<file path="config.mk">
export PLATFORM = sky130hd
export DESIGN_NAME = multicycle_control
export DESIGN_NICKNAME = d
export VERILOG_FILES = /design/src/rtl/control_pkg.sv /design/src/rtl/mem_timeout_counter.sv /design/src/rtl/multicycle_control.sv
export SDC_FILE = /design/constraint.sdc
export NUM_CORES = 1
export LEC_CHECK = 0
export BUFFER_PORTS_ARGS = -buffer_cell sky130_fd_sc_hd__buf_4
export CAP_MARGIN = 40
export CORE_ASPECT_RATIO = 0.9
export CORE_MARGIN = 8
export CORE_UTILIZATION = 25
export CTS_CLUSTER_DIAMETER = 100
export DETAILED_ROUTE_END_ITERATION = 7
export PLACE_DENSITY = 0.46
export SLEW_MARGIN = 0
export SYNTH_ARGS = -nofsm -noshare
export SYNTH_HDL_FRONTEND = slang
export SYNTH_SLANG_ARGS = --single-unit
</file>
<file path="constraint.sdc">
create_clock -name clk_in -period 1.5 [get_ports clk_in]
set_input_delay 0.075 -clock clk_in [delete_from_list [all_inputs] [get_ports clk_in]]
set_output_delay 0.075 -clock clk_in [all_outputs]
set_load 0.02 [all_outputs]
</file>
<file path="src/rtl/control_pkg.sv">
// rtl/control_pkg.sv - opcode/func constants, state and encoding types for multicycle_control
package control_pkg;

    localparam logic [5:0] OP_ARITH = 6'b000000;
    localparam logic [5:0] OP_ADDI  = 6'b001000;
    localparam logic [5:0] OP_LB    = 6'b100000;
    localparam logic [5:0] OP_LH    = 6'b100001;
    localparam logic [5:0] OP_LW    = 6'b100011;
    localparam logic [5:0] OP_SB    = 6'b101000;
    localparam logic [5:0] OP_SH    = 6'b101001;
    localparam logic [5:0] OP_SW    = 6'b101011;
    localparam logic [5:0] OP_BEQ   = 6'b000100;
    localparam logic [5:0] OP_BNE   = 6'b000101;
    localparam logic [5:0] OP_J     = 6'b000010;

    localparam logic [5:0] FUNC_AND = 6'b100100;
    localparam logic [5:0] FUNC_OR  = 6'b100101;
    localparam logic [5:0] FUNC_NOR = 6'b100111;
    localparam logic [5:0] FUNC_XOR = 6'b100110;
    localparam logic [5:0] FUNC_ADD = 6'b100000;
    localparam logic [5:0] FUNC_SUB = 6'b100010;

    localparam logic [1:0] SIZE_BYTE = 2'b00;
    localparam logic [1:0] SIZE_HALF = 2'b01;
    localparam logic [1:0] SIZE_WORD = 2'b11;

    localparam logic [1:0] PC_SRC_SEQ    = 2'b00;
    localparam logic [1:0] PC_SRC_BRANCH = 2'b01;
    localparam logic [1:0] PC_SRC_JUMP   = 2'b10;

    typedef enum logic [2:0] {
        S_FETCH  = 3'd0,
        S_DECODE = 3'd1,
        S_EXEC   = 3'd2,
        S_MEM    = 3'd3,
        S_WB     = 3'd4
    } state_t;

    typedef enum logic [2:0] {
        CLS_RTYPE,
        CLS_ADDI,
        CLS_LOAD,
        CLS_STORE,
        CLS_BRANCH,
        CLS_JUMP,
        CLS_ILLEGAL
    } instr_class_t;

    function automatic instr_class_t classify(input logic [5:0] op);
        case (op)
            OP_ARITH:            return CLS_RTYPE;
            OP_ADDI:             return CLS_ADDI;
            OP_LB, OP_LH, OP_LW: return CLS_LOAD;
            OP_SB, OP_SH, OP_SW: return CLS_STORE;
            OP_BEQ, OP_BNE:      return CLS_BRANCH;
            OP_J:                return CLS_JUMP;
            default:             return CLS_ILLEGAL;
        endcase
    endfunction

    function automatic logic [1:0] access_size(input logic [5:0] op);
        case (op)
            OP_LB, OP_SB: return SIZE_BYTE;
            OP_LH, OP_SH: return SIZE_HALF;
            default:      return SIZE_WORD;
        endcase
    endfunction

endpackage

</file>
<file path="src/rtl/mem_timeout_counter.sv">
// rtl/mem_timeout_counter.sv - bounds the cycles spent waiting on data memory
module mem_timeout_counter #(
    parameter int TIMEOUT_CYCLES = 16
) (
    input  logic clk,
    input  logic reset,
    input  logic clear,
    input  logic enable,
    input  logic ready,
    output logic expired
);
    localparam int CW = (TIMEOUT_CYCLES > 2) ? $clog2(TIMEOUT_CYCLES) : 1;

    logic [CW-1:0] count;

    // ready in the final cycle wins over expiry
    assign expired = enable && !ready && (count == CW'(TIMEOUT_CYCLES - 1));

    always_ff @(posedge clk) begin
        if (reset || clear) begin
            count <= '0;
        end else if (enable && !ready && !expired) begin
            count <= count + 1'b1;
        end
    end
endmodule

</file>
<file path="src/rtl/multicycle_control.sv">
// rtl/multicycle_control.sv - multi-cycle MIPS control FSM; CONTROL_BRANCH_EN adds beq/bne/j
module multicycle_control
    import control_pkg::*;
#(
    parameter int FUNC_W         = 6,
    parameter int TIMEOUT_CYCLES = 16
) (
    input  logic              clk_in,
    input  logic              reset_in,
    input  logic [5:0]        opcode_in,
    input  logic [FUNC_W-1:0] func_in,
    input  logic              instr_valid_in,
    input  logic              mem_ready_in,
    input  logic              zero_in,
    output logic              pc_enable_out,
    output logic [1:0]        pc_src_out,
    output logic              instr_mem_re_out,
    output logic              instr_mux_select_out,
    output logic              regfile_we_out,
    output logic              alu_mux_select_out,
    output logic [FUNC_W-1:0] alu_func_out,
    output logic              data_mem_re_out,
    output logic              data_mem_we_out,
    output logic              data_mem_mux_select_out,
    output logic [1:0]        data_mem_size_out,
    output logic [2:0]        state_out,
    output logic              illegal_out,
    output logic              timeout_out
);
    state_t            state, state_n;
    logic [5:0]        op_q;
    logic [FUNC_W-1:0] func_q;
    instr_class_t      cls_q, cls_d;
    logic              expired;

`ifndef CONTROL_BRANCH_EN
    logic unused_zero;
    assign unused_zero = zero_in;
`endif

    always_comb begin
        cls_d = classify(opcode_in);
`ifndef CONTROL_BRANCH_EN
        if (cls_d == CLS_BRANCH || cls_d == CLS_JUMP) cls_d = CLS_ILLEGAL;
`endif
    end

    // Instruction fields are captured as the fetch completes so every later
    // output, including the DECODE illegal pulse, comes from registered state.
    always_ff @(posedge clk_in) begin
        if (reset_in) begin
            state  <= S_FETCH;
            op_q   <= '0;
            func_q <= '0;
            cls_q  <= CLS_RTYPE;
        end else begin
            state <= state_n;
            if (state == S_FETCH && instr_valid_in) begin
                op_q   <= opcode_in;
                func_q <= func_in;
                cls_q  <= cls_d;
            end
        end
    end

    mem_timeout_counter #(
        .TIMEOUT_CYCLES(TIMEOUT_CYCLES)
    ) u_timeout (
        .clk     (clk_in),
        .reset   (reset_in),
        .clear   (state != S_MEM),
        .enable  (state == S_MEM && !reset_in),
        .ready   (mem_ready_in),
        .expired (expired)
    );

    always_comb begin
        state_n                 = state;
        pc_enable_out           = 1'b0;
        pc_src_out              = PC_SRC_SEQ;
        instr_mem_re_out        = 1'b0;
        instr_mux_select_out    = 1'b0;
        regfile_we_out          = 1'b0;
        alu_mux_select_out      = 1'b0;
        alu_func_out            = FUNC_W'(FUNC_ADD);
        data_mem_re_out         = 1'b0;
        data_mem_we_out         = 1'b0;
        data_mem_mux_select_out = 1'b0;
        data_mem_size_out       = SIZE_WORD;
        state_out               = 3'd0;
        illegal_out             = 1'b0;
        timeout_out             = 1'b0;
        if (!reset_in) begin
            state_out = state;
            case (state)
                S_FETCH: begin
                    instr_mem_re_out = 1'b1;
                    if (instr_valid_in) state_n = S_DECODE;
                end
                S_DECODE: begin
                    illegal_out = (cls_q == CLS_ILLEGAL);
                    state_n     = S_EXEC;
                end
                S_EXEC: begin
                    case (cls_q)
                        CLS_RTYPE: begin
                            alu_func_out = func_q;
                            state_n      = S_WB;
                        end
                        CLS_ADDI: begin
                            alu_mux_select_out = 1'b1;
                            state_n            = S_WB;
                        end
                        CLS_LOAD, CLS_STORE: begin
                            alu_mux_select_out = 1'b1;
                            state_n            = S_MEM;
                        end
`ifdef CONTROL_BRANCH_EN
                        CLS_BRANCH: begin
                            alu_func_out  = FUNC_W'(FUNC_SUB);
                            pc_enable_out = 1'b1;
                            if ((op_q == OP_BEQ) == zero_in) pc_src_out = PC_SRC_BRANCH;
                            state_n = S_FETCH;
                        end
                        CLS_JUMP: begin
                            pc_enable_out = 1'b1;
                            pc_src_out    = PC_SRC_JUMP;
                            state_n       = S_FETCH;
                        end
`endif
                        default: begin
                            pc_enable_out = 1'b1;
                            state_n       = S_FETCH;
                        end
                    endcase
                end
                S_MEM: begin
                    data_mem_size_out = access_size(op_q);
                    data_mem_re_out   = (cls_q == CLS_LOAD) && !expired;
                    data_mem_we_out   = (cls_q == CLS_STORE) && !expired;
                    if (mem_ready_in) begin
                        if (cls_q == CLS_LOAD) begin
                            state_n = S_WB;
                        end else begin
                            pc_enable_out = 1'b1;
                            state_n       = S_FETCH;
                        end
                    end else if (expired) begin
                        timeout_out   = 1'b1;
                        pc_enable_out = 1'b1;
                        state_n       = S_FETCH;
                    end
                end
                S_WB: begin
                    regfile_we_out          = 1'b1;
                    pc_enable_out           = 1'b1;
                    data_mem_mux_select_out = (cls_q == CLS_LOAD);
                    instr_mux_select_out    = (cls_q == CLS_RTYPE);
                    state_n                 = S_FETCH;
                end
                default: state_n = S_FETCH;
            endcase
        end
    end
endmodule

</file>
[Yosys cells after proc, flatten, opt, wreduce, memory -nomap -nowiden]
Index checks and enable logic that the tools add are counted.
Word-level totals
  flip-flop bits (word level): 22
  logic and storage cells: 100
Cells by class
  multiplexer cells: 41
  $add $sub $neg: 1
  equal/unequal tests: 28
  reductions and logical operators: 25
Operators with widths (count)
  $eq 6x6->1 const B: 10
  $mux 1: 25
  $mux 3: 6
  $mux 6: 3
  $pmux 3 s6: 1
  $eq 3x2->1 const B: 4
  $eq 3x3->1 const B: 4
  $eq 6x3->1 const B: 2
  $pmux 3 s4: 1
  $reduce_or 2->1: 5
  $reduce_or 3->1: 3
  $logic_and 1x1->1: 7
  $eq 3x1->1 const B: 2
  $eq 6x2->1 const B: 1
  $eq 6x4->1 const B: 1
  $logic_not 3->1: 2
  $logic_not 6->1: 1
  $ne 3x2->1 const B: 2
  $pmux 3 s2: 1
  $add 4x1->4 const B: 1
  $eq 4x4->1 const B: 1
  $mux 2: 2
  $pmux 2 s2: 1
  $reduce_or 4->1: 1
  other kinds (5): 8

[Logic depth before layout (Yosys ltp)]
  depth after elaboration: 8
  gate-level depth with buffers: 5
  mapped depth without buffers: 4

[Hierarchy]
From an unflattened synthesis, not the netlist that was laid out.
Unflattened totals
  cell total of the unflattened synthesis: 150
  area, all modules: 1182.4 um^2
Modules (own cells, without submodules)
  multicycle_control: seq. area each 340.3 um^2, times used 1, cells each 126, area each 942.2 um^2
  mem_timeout_counter: seq. area each 80.1 um^2, times used 1, cells each 24, area each 240.2 um^2

[Worst setup path after synthesis]
Ideal clock, no wire load.
  path kind: flip-flop to output port
  start point: reg state[2]
  end point: out instr_mux_select_out
  arrival time: 1647 ps
  required time: 1425 ps
  setup slack: -222 ps
  buffers on the path: 0
  cell stages (with the launch flop): 4
  cell sequence: dfxtp_1 nor2b_1 nand2_1 nor4_1
Between the ends
  word-level cells in the longest chain between the ends: 3
Ends and longest elaborated chain
  start: declaration: RTL line multicycle_control.sv:30  | state_t state, state_n;
  start signal: assignment: RTL line multicycle_control.sv:57  | state <= state_n;
  $eq 3x3->1: RTL line multicycle_control.sv:95  | case (state)
  $mux 1: RTL line multicycle_control.sv:95
  $mux 1: RTL line multicycle_control.sv:93  | if (!reset_in) begin
  end: declaration: RTL line multicycle_control.sv:18  | output logic instr_mux_select_out,
No other way between the ends.

[Worst setup path in the final report]
  start point: reg state[2]
  end point: out alu_func_out[2]
Between the ends
  word-level cells in the longest chain between the ends: 3
Ends and longest elaborated chain
  $eq 3x2->1: RTL line multicycle_control.sv:95
  $mux 6: RTL line multicycle_control.sv:95
  $mux 6: RTL line multicycle_control.sv:93
  end: declaration: RTL line multicycle_control.sv:21  | output logic [FUNC_W-1:0] alu_func_out,
No other way between the ends.

==> results.toml <==
[clocking]
cts_buffer_depth = 2
clk_latency_ns = 0.26
numCtsBuffers = 3
clock-sinks = 21
htreeDepth = 1
root_buffer = "clkbuf_8"
cts_hold_buf = 0
cts.clk_slew.worst_paths_ns = 0.08
tritoncts = "built"

[placement]
gp_congestion = 0.8061
place_ws_ns = -0.04123
dp_hpwl_um = 2547
portBuffers = 36
dp_cells = 246

[sta]
final.setup.tns_ns = -3.871
rsz0062_at_grt = "true"
fin_crit_ns = 1.797
skew_ns = 0.002500
min_period_over_period_pct = 119.8
fmax_mhz = 556.6
postLayoutSetupSlackWorst_ns = -0.2966
maxSlewViolCount = 0
setup_viol = 29
finalHoldViolCount = 0

[job]
drv_cap = 0

[global_route]
grt_pass1_vias = 1191
grt_overflow = 0
track_usage_pct = 9.923
antenna_found_initial = 0
grt_max_degree = 17
grt_pass1_wl_um = 5478

[detailed_routing]
drt_pass1_iterations = 4
drtAntennaViolNets = 0
via_per_inst = 4.581
drc = 0
first_iter_violations = 67
vias = 1182
post_drt_wl_per_cell_um = 13.55
routed_wirelength_um = 3496

[critical_path]
cp_max_fo = 6
cp-end-kind = "primary output"
cp-start-kind = "flip-flop"
worst-endpoint-required_ns = 1.42
arrival_ns = 1.72
crit_type = "flip-flop to primary output"

[die]
rows = 23
chipHeight_um = 79.71
core-area_mm2 = 0.004403
pin_count = 40
die_x_um = 86.79
fp.dieArea_mm2 = 0.006917
start_util_pct = 25.60

[power_and_ir_drop]
leakagePower_nw = 0.7679
power_density_mw_per_mm2 = 708.4
p_int_w = 0.0009520
seqPwrFrac_pct = 45.5
pwr-share-comb_pct = 25.9
ir_worst_vdd_uv = 276.9
pwr-share-clk_pct = 28.5
p_switching_w = 0.0003758
swShare_pct = 28.30

[yosys]
yosysSeqAreaShare_pct = 37.29
synth_warnings = 0
synthArstFlopShare_pct = 0
synth.avg_cell_area_um2 = 7.883
ys_ff_latch = 21
syn-cell-area_mm2 = 0.001127
synth-edff-count = 0
syn_inst = 143
synth_cell_types = 41
synth_ff_type = "dfxtp_1"

[layout]
layoutNonFillerInstCount = 258
syn_to_final_growth_pct = 66.26
drive_gt1_share_pct = 50.51
postLayoutCoreUtil_pct = 42.57
nNetsFinal = 215
n_antenna_cell = 0

[worst_hold_path]
hold_path.class = "input port to flip-flop"

[status]
status = "finished with violations"
violations = "negative setup slack"
-- logic make-up after synthesis --
logic type / Yosys count / synth area share, %
buf+inv: 15 / 6.326
flops: 21 / 37.29
other cells: 1 / 0.3326
fa+ha+maj: 1 / 1.110
simple gates: 77 / 38.96
mux: 1 / 0.9988
compound gates: 26 / 14.21
xor+xnor: 1 / 0.7771
-- repair_timing --
action / CTS / global route
pin swaps: 2 / 9
gates resized for setup: 31 / 19
gates cloned: 0 / 1
setup endpoints to repair: 18 / 30
buffers inserted: 2 / 6
-- cell usage after synthesis (all sizes together), types with 3 or more instances --
| cell | count | share of area [%] |
|---|---|---|
| a21oi | 13 | 5.8 |
| a31oi | 3 | 1.7 |
| and2 | 5 | 2.8 |
| and3 | 3 | 1.7 |
| buf | 6 | 3.3 |
| clkbuf | 5 | 1.7 |
| dfxtp | 21 | 37 |
| inv | 4 | 1.3 |
| nand2 | 26 | 8.7 |
| nor2 | 11 | 3.7 |
| nor2b | 7 | 3.9 |
| nor3 | 5 | 2.2 |
-- state kept, by name (all words and copies together), names as in the netlist --
signal / count
u_timeout.count: 4
cls_q: 3
op_q: 5
func_q: 6
state: 3
-- per-stage QoR --
step / area, µm² / total power [W] / hold slack, ns
4_1_cts: 1737 / 0.001301 / 0.04637
2_1_floorplan: 1155 / 0.0007687 / 0.2110
3_5_place_dp: 1565 / 0.0008833 / 0.3333
5_1_grt: 1874 / 0.001407 / 0.05087
3_3_place_gp: 1565 / 0.0008772 / 0.3244
6_report: 1874 / 0.001328 / 0.05160
-- path summary, 6_finish.rpt --
check / start / to / slack (ns) / depth (start not counted)
min: func_in[5] / func_q[5] / 0.05 / 3
max: state[2] / alu_func_out[2] / -0.30 / 5
max reg2reg: state[2] / cls_q[0] / -0.14 / 9
min reg2reg: op_q[4] / op_q[4] / 0.45 / 2
-- power by group through the flow --
stage | registers (W) | logic, W | clock network [W]
detailed placement | 0.000618 | 0.000265 | 0
CTS | 0.000607 | 0.000296 | 0.000399
floorplan | 0.000613 | 0.000156 | 0
finish | 0.000605 | 0.000344 | 0.000379
global route | 0.000609 | 0.000375 | 0.000423
global placement | 0.000616 | 0.000261 | 0
-- placed cells by master, fill, tap and decap left out, types with 3 or more instances in the layout --
cell type,instances
buf_4,38
inv_1,3
nor2b_1,5
a31oi_1,3
nand2_1,25
and2_2,5
nor2_1,8
dfxtp_2,4
buf_6,18
dfxtp_1,16
a21oi_1,13
clkbuf_8,3
-- worst max-delay path, stage by stage, from the launching register on --
cell and delay, ns:
dfxtp_2 0.33, or4b_4 0.54, nor4_2 0.15, buf_4 0.17
and2_2 0.15, buf_6 0.11
-- metal layers --
layer  vias to the layer above  track usage, %  part of all wire, %
li1                        596               -                    -
met1                       553           11.32                   46
met2                        29           16.62                   46
met3                         4           2.675                  5.6
met4                         0           5.155                  1.6
met5                         -               0                    0
-- layout make-up --
class	count	area, µm²
Inverter	4	15.01
Timing Repair Buffer	59	548.0
Tap cell	62	77.57
Fill cell	455	2529
Multi-Input combinational cell	108	758.2
Clock inverter	1	5.005
Sequential cell	21	429.2
Clock buffer	3	41.29
Power figures use the tool's default switching activity.
